## src/rtl/risc_stream_mux_pkg.sv

```systemverilog
// Shared constants and helpers for the RISC stream multiplexer.
package risc_stream_mux_pkg;

    // Selection modes for the stream multiplexer
    localparam int MODE_SEL = 0;
    localparam int MODE_RR  = 1;

    // Index of the channel after idx, wrapping N-1 back to 0
    function automatic int next_index(input int idx, input int n);
        return (idx == n - 1) ? 0 : idx + 1;
    endfunction

endpackage

```

## src/rtl/risc_stream_mux_if.sv

```systemverilog
// Handshake bundle between producers, the stream mux and its consumer.
interface risc_stream_mux_if #(
    parameter int WIDTH = 16,
    parameter int N     = 4
);
    localparam int SELW = $clog2(N);

    logic [N*WIDTH-1:0] in_data;
    logic [N-1:0]       in_valid;
    logic [N-1:0]       in_ready;
    logic [SELW-1:0]    sel;
    logic [WIDTH-1:0]   out_data;
    logic               out_valid;
    logic               out_ready;
    logic [SELW-1:0]    out_ch;

    // Producer/consumer side of the mux
    modport master (
        output in_data, in_valid, sel, out_ready,
        input  in_ready, out_data, out_valid, out_ch
    );

    // The mux itself
    modport slave (
        input  in_data, in_valid, sel, out_ready,
        output in_ready, out_data, out_valid, out_ch
    );
endinterface

```

## src/rtl/risc_stream_mux_rr_arbiter.sv

```systemverilog
// Rotating-priority encoder: first requester at or after ptr wins.
module risc_rr_arbiter #(
    parameter int N = 4,
    localparam int SELW = $clog2(N)
) (
    input  logic [N-1:0]    req,
    input  logic [SELW-1:0] ptr,
    output logic [N-1:0]    grant,
    output logic [SELW-1:0] idx
);
    int   cand;
    logic found;

    // Scan channels ptr, ptr+1, ... modulo N and grant the first requester
    always_comb begin
        grant = '0;
        idx   = '0;
        found = 1'b0;
        cand  = 0;
        for (int k = 0; k < N; k++) begin
            cand = int'(ptr) + k;
            if (cand >= N) begin
                cand = cand - N;
            end
            if (!found && req[cand]) begin
                found       = 1'b1;
                grant[cand] = 1'b1;
                idx         = cand[SELW-1:0];
            end
        end
    end
endmodule

```

## src/rtl/risc_stream_mux.sv

```systemverilog
// Registered N-input stream mux with external-select or round-robin choice.
module risc_stream_mux
    import risc_stream_mux_pkg::*;
#(
    parameter int WIDTH = 16,
    parameter int N     = 4,
    parameter int MODE  = MODE_SEL
) (
    input logic clk,
    input logic rst,
    risc_stream_mux_if.slave bus
);
    localparam int SELW = $clog2(N);

    logic               load_en;
    logic               xfer;
    logic [N-1:0]       ready_vec;
    logic [SELW-1:0]    grant_idx;
    logic [WIDTH-1:0]   pick_data;
    logic [WIDTH-1:0]   data_q;
    logic [SELW-1:0]    ch_q;
    logic               valid_q;

    // Reset blocks acceptance so nothing is taken in a reset cycle
    assign load_en = !rst && (!valid_q || bus.out_ready);
    assign xfer    = |(bus.in_valid & ready_vec);

    assign bus.in_ready  = ready_vec;
    assign bus.out_data  = data_q;
    assign bus.out_valid = valid_q;
    assign bus.out_ch    = ch_q;

    generate
        if (MODE == MODE_RR) begin : g_rr
            logic [SELW-1:0] ptr;
            logic [N-1:0]    grant;
            logic [SELW-1:0] arb_idx;

            risc_rr_arbiter #(.N(N)) u_arb (
                .req   (bus.in_valid),
                .ptr   (ptr),
                .grant (grant),
                .idx   (arb_idx)
            );

            assign ready_vec = load_en ? grant : '0;
            assign grant_idx = arb_idx;

            // Pointer moves just past the granted channel on each accepted item
            always_ff @(posedge clk) begin
                if (rst) begin
                    ptr <= '0;
                end else if (xfer) begin
                    ptr <= SELW'(next_index(int'(arb_idx), N));
                end
            end
        end else begin : g_sel
            assign grant_idx = bus.sel;

            // Only the selected channel is offered ready; out-of-range sel offers none
            always_comb begin
                ready_vec = '0;
                for (int i = 0; i < N; i++) begin
                    ready_vec[i] = load_en && (int'(bus.sel) == i);
                end
            end
        end
    endgenerate

    // Pick the granted channel's data; it only ever feeds the output register
    always_comb begin
        pick_data = '0;
        for (int i = 0; i < N; i++) begin
            if (grant_idx == SELW'(i)) begin
                pick_data = bus.in_data[i*WIDTH +: WIDTH];
            end
        end
    end

    // One-entry output register: load replaces, drain without load empties
    always_ff @(posedge clk) begin
        if (rst) begin
            valid_q <= 1'b0;
            data_q  <= '0;
            ch_q    <= '0;
        end else if (xfer) begin
            valid_q <= 1'b1;
            data_q  <= pick_data;
            ch_q    <= grant_idx;
        end else if (bus.out_ready) begin
            valid_q <= 1'b0;
        end
    end
endmodule

```

## src/flat_wrapper.sv

```systemverilog
// flat-port wrapper written by rule: the top's interface ports become plain ports
module risc_stream_mux_flat import risc_stream_mux_pkg::*;
#(
    parameter int WIDTH = 16,
    parameter int N     = 4,
    parameter int MODE  = MODE_SEL
)
  (clk, rst, bus_in_data, bus_in_valid, bus_sel, bus_out_ready, bus_in_ready, bus_out_data, bus_out_valid, bus_out_ch);
  risc_stream_mux_if #(.WIDTH(WIDTH), .N(N)) bus_i ();
  input logic clk;
  input logic rst;
  input wire logic [$bits(bus_i.in_data)-1:0] bus_in_data;
  input wire logic [$bits(bus_i.in_valid)-1:0] bus_in_valid;
  input wire logic [$bits(bus_i.sel)-1:0] bus_sel;
  input wire logic [$bits(bus_i.out_ready)-1:0] bus_out_ready;
  output wire logic [$bits(bus_i.in_ready)-1:0] bus_in_ready;
  output wire logic [$bits(bus_i.out_data)-1:0] bus_out_data;
  output wire logic [$bits(bus_i.out_valid)-1:0] bus_out_valid;
  output wire logic [$bits(bus_i.out_ch)-1:0] bus_out_ch;
  assign bus_i.in_data = bus_in_data;
  assign bus_i.in_valid = bus_in_valid;
  assign bus_i.sel = bus_sel;
  assign bus_i.out_ready = bus_out_ready;
  assign bus_in_ready = bus_i.in_ready;
  assign bus_out_data = bus_i.out_data;
  assign bus_out_valid = bus_i.out_valid;
  assign bus_out_ch = bus_i.out_ch;
  risc_stream_mux #(.WIDTH(WIDTH), .N(N), .MODE(MODE)) u_core (.clk(clk), .rst(rst), .bus(bus_i));
endmodule
```

## config.mk

```make
export PLATFORM = sky130hd
export DESIGN_NAME = risc_stream_mux_flat
export DESIGN_NICKNAME = d
export VERILOG_FILES = /design/src/rtl/risc_stream_mux_pkg.sv /design/src/rtl/risc_stream_mux_if.sv /design/src/rtl/risc_stream_mux_rr_arbiter.sv /design/src/rtl/risc_stream_mux.sv /design/src/flat_wrapper.sv
export SDC_FILE = /design/constraint.sdc
export NUM_CORES = 1
export LEC_CHECK = 0
export BUFFER_PORTS_ARGS = -buffer_cell sky130_fd_sc_hd__buf_4
export CAP_MARGIN = 10
export CORE_AREA = 2 2 63 65
export CTS_CLUSTER_SIZE = 20
export DETAILED_ROUTE_END_ITERATION = 10
export DIE_AREA = 0 0 65 67
export PLACE_DENSITY = 0.7
export SYNTH_ARGS = -nofsm -noshare
export SYNTH_HDL_FRONTEND = slang
export SYNTH_SLANG_ARGS = --single-unit
```

## constraint.sdc

```tcl
create_clock -name clk -period 1.6 [get_ports clk]
set_clock_uncertainty 0.2 [all_clocks]
set_input_delay 0.08 -clock clk [delete_from_list [all_inputs] [get_ports clk]]
set_output_delay 0.08 -clock clk [all_outputs]
set_load 0.02 [all_outputs]
```

==> results list <==
* Clock transition at path regs: approximately 70 ps
- R2R depth: 5
- The die covers between 0.004 and 0.005 sq mm.
* Via count of the first global-routing pass: between 1000 and 1500
- Entering global routing, the biggest net connects 23 pins.
- Setup repair after global routing left no endpoint under its margin.
- Switching power as a share of total power: approximately 28%
- The worst hold path passes through 4 cells.
- Setup violations remaining at the end of the flow were counted as 0.
- Leading cell types by count after synthesis: 19 x dfxtp_1, 18 x a21oi_1, 17 x nand3_1, 16 x mux4_2, 9 x o21ai_0
* Tightest slew margin relative to the limit: between 70% and 80%
- CTS Buf Count: 3
- The flow ran to the end, and the final reports show no timing, DRC or antenna violations.
- The worst hold path terminates at u_core.bus.out_ch[0].
- Detailed placement ended at an HPWL of approximately 2.9 mm.
- Dividing the final minimum period by the clock period gives a little over nine tenths.
* Number of max-slew violations in the final report: 0
- Transition time of the tightest slew-check pin: between 300 and 400 ps
- Number of vias after detailed routing: between 1000 and 1500
- Power comes to ~1.4 mW.
- VDD IR max: 0.298 mV
* Worst R2R End: u_core.bus.out_data[15]
* Combined global-route utilization of all metal layers: between 10% and 20%
- Based on the critical path, the design can be clocked at up to about 0.66 GHz.
- Worst-path maximum fanout: 22
- Antenna diode instance count: 0
- CTS built an H-tree with a depth of 1.
* Share of the synthesized area in the top cell type: a little under a third
- The cell count after synthesis came out at 118.
* Drt first pass iters: 4
* Top cells by area, synth: dfxtp_1 31%, mux4_2 29%, a21oi_1 7.4%
- Internal Pwr Total: 0.982 mW
- The worst setup path is of the in2out kind.
- Of all flip-flops after synthesis, the portion carrying an async set or reset was 0%.
* Count of clock tree sinks: 19
- Antenna-violating nets left: 0
- The area growth from synthesis to layout is 67.0%.
- The tightest min-delay check is of the in2reg type.
* Area inside the core boundary: around 0.0036 sq mm
* CTS tree: built
- The initialized floorplan defines 22 standard-cell rows.
* DRC violations left: 0
- Global-route wire length before repair: between 5 and 6 mm
* Number of flops mapped to enable cells by yosys: 0
- Number of antenna violations at the first check in global routing: 0
- WL per Instance: between 10 and 15 um
* Share of synthesized area occupied by flip-flops and latches: 31.1%
- The smallest clock period supported by the final layout is computed as around 1500 ps.
- Summing every instance area after synthesis gives around 0.0012 sq mm.
* Launching element type of the critical path: input port
* Share of cells above drive strength 1: between 60% and 70%
- By instance count, the leading cell after synthesis is dfxtp_1.
* Most instantiated flip-flop cell in the synthesis netlist: dfxtp_1
- Summed over all layers, the global routing overflow is 0.
- Share of power burned in combinational logic: 36.9%
- Across all register-to-register paths, the minimum setup slack is ~90 ps.
* Total Negative Setup Slacks: 0 ps
- Initial drt markers: 61
- Number of distinct library cell variants in the gate-level netlist after synthesis: 26
* Die boundary width: approximately 65 um
- Synthesized area per cell: a little over 10 sq um
* Post-synthesis sequential element count: 19
- Global placement routability congestion: 0.735
* Total Routed Length: 3.68 mm
- In this run the static leakage power is 0.906 nW.
- Clock tree buffer depth: 2
* Syn_nets: around 190
- Signal arrival time at the worst endpoint: ~1200 ps
- Reg-to-Reg Start: u_core.bus.out_valid
* Synthesis warning total: 0
* Buffers on Ports: 95
- Data required time of the worst path: between 1000 and 1500 ps
* HP Start: bus_sel[0]
* Boundary Pins: 96
- The number of hold violations in the final report was 0.
- Sequential share of power: 39.0%
- For this design the total switching power over the nets is 0.391 mW.
- The net count of the finished layout is ~290.
- Portion of total power attributed to the clock network: 24.1%
* DR vias/cell: ~5.2
- The biggest area contributor in the post-synthesis netlist is dfxtp_1.
- The initial utilization of the core area, before any placement, comes to between 30% and 40%.
- Clk_lat worst skew: 250 ps
* Die H: approximately 67 um
* Endpoint kind of the worst setup timing path: output pin
- Dividing total power by cell area gives a power density of a little under 700 mW/mm^2.
- Fin Hold WS: slightly above 100 ps
- Clock root cell: clkbuf_8
- Max-cap check violation count: 0
-- cell families (layout without fill, tap and decap cells) --
group	count (synthesis)	in the layout	synth area share [%]
flip-flops	19	19	31.1
AO/OA/AOI/OAI	36	36	15.0
AND/OR/NAND/NOR	31	31	14.4
multiplexers	18	18	31.5
buffers and inverters	14	108	7.97
-- per-layer routing --
metal / routed length [um] / GRT usage, %
met3: 358 / 3.55
met4: 32 / 4.79
met1: 1570 / 22.3
met5: 0 / 0
met2: 1720 / 29.0
-- state kept, by name, indices dropped and copies added, names as in the netlist --
signal and count:
u_core.bus.out_data 16, u_core.bus.out_ch 2, u_core.bus.out_valid 1
-- layout make-up --
cell class                      count  area, sq um
Fill cell                         343         1560
Timing Repair Buffer              103          798
Multi-Input combinational cell     85          754
Sequential cell                    19          382
Tap cell                           48         60.1
Clock buffer                        4         45.0
Inverter                            1         3.75
-- repair_timing --
item                                    in CTS  in global routing
hold buffers                                 2                  0
setup buffers                                0                  0
endpoints found under the setup margin       0                 10
gates resized for setup                      0                  3
hold endpoints to repair                    19                  0
-- power by group through the flow --
stage | sequential [mW] | clock (mW) | combinational (mW)
finish | 0.535 | 0.331 | 0.507
global route | 0.540 | 0.360 | 0.547
CTS | 0.535 | 0.335 | 0.507
detailed placement | 0.546 | 0 | 0.502
global placement | 0.545 | 0 | 0.495
floorplan | 0.593 | 0 | 0.219
-- critical path, stage by stage --
cell,delay (ps)
dlygate4sd3_1,540
buf_6,200
nor2_1,80
and3_1,180
buf_4,150
-- metrics by stage --
step	std cells	setup slack (ps)	util, %	area [sq um]
finish	260	81.7	56.7	2040
global placement	254	95.9	54.5	1960
detailed placement	254	72.0	54.5	1960
global route	260	7.22	56.7	2040
floorplan	118	10.9	-	1230
CTS	260	11.2	56.3	2030
-- worst max path at each step --
stage,endpoint,cells after the start,startpoint
floorplan,u_core.bus.out_data[0],6,u_core.bus.out_valid
global placement,u_core.bus.out_data[7],5,u_core.bus.out_valid
detailed placement,u_core.bus.out_data[11],5,u_core.bus.out_valid
CTS,bus_in_ready[2],4,rst
global route,u_core.bus.out_data[15],5,u_core.bus.out_valid
finish,bus_in_ready[3],5,rst
-- placed cells by master, fill, tap and decap left out, types with 2 or more instances in the layout --
master and instances:
clkbuf_8 3, nand3_1 17, buf_4 98, a21oi_1 18
and3_1 2, o21ai_1 8, dlygate4sd3_1 2, mux4_2 16
nor2_1 2, dfxtp_1 18, o21ai_0 9, buf_6 2
Note: power is estimated with default switching activity, not from simulation.
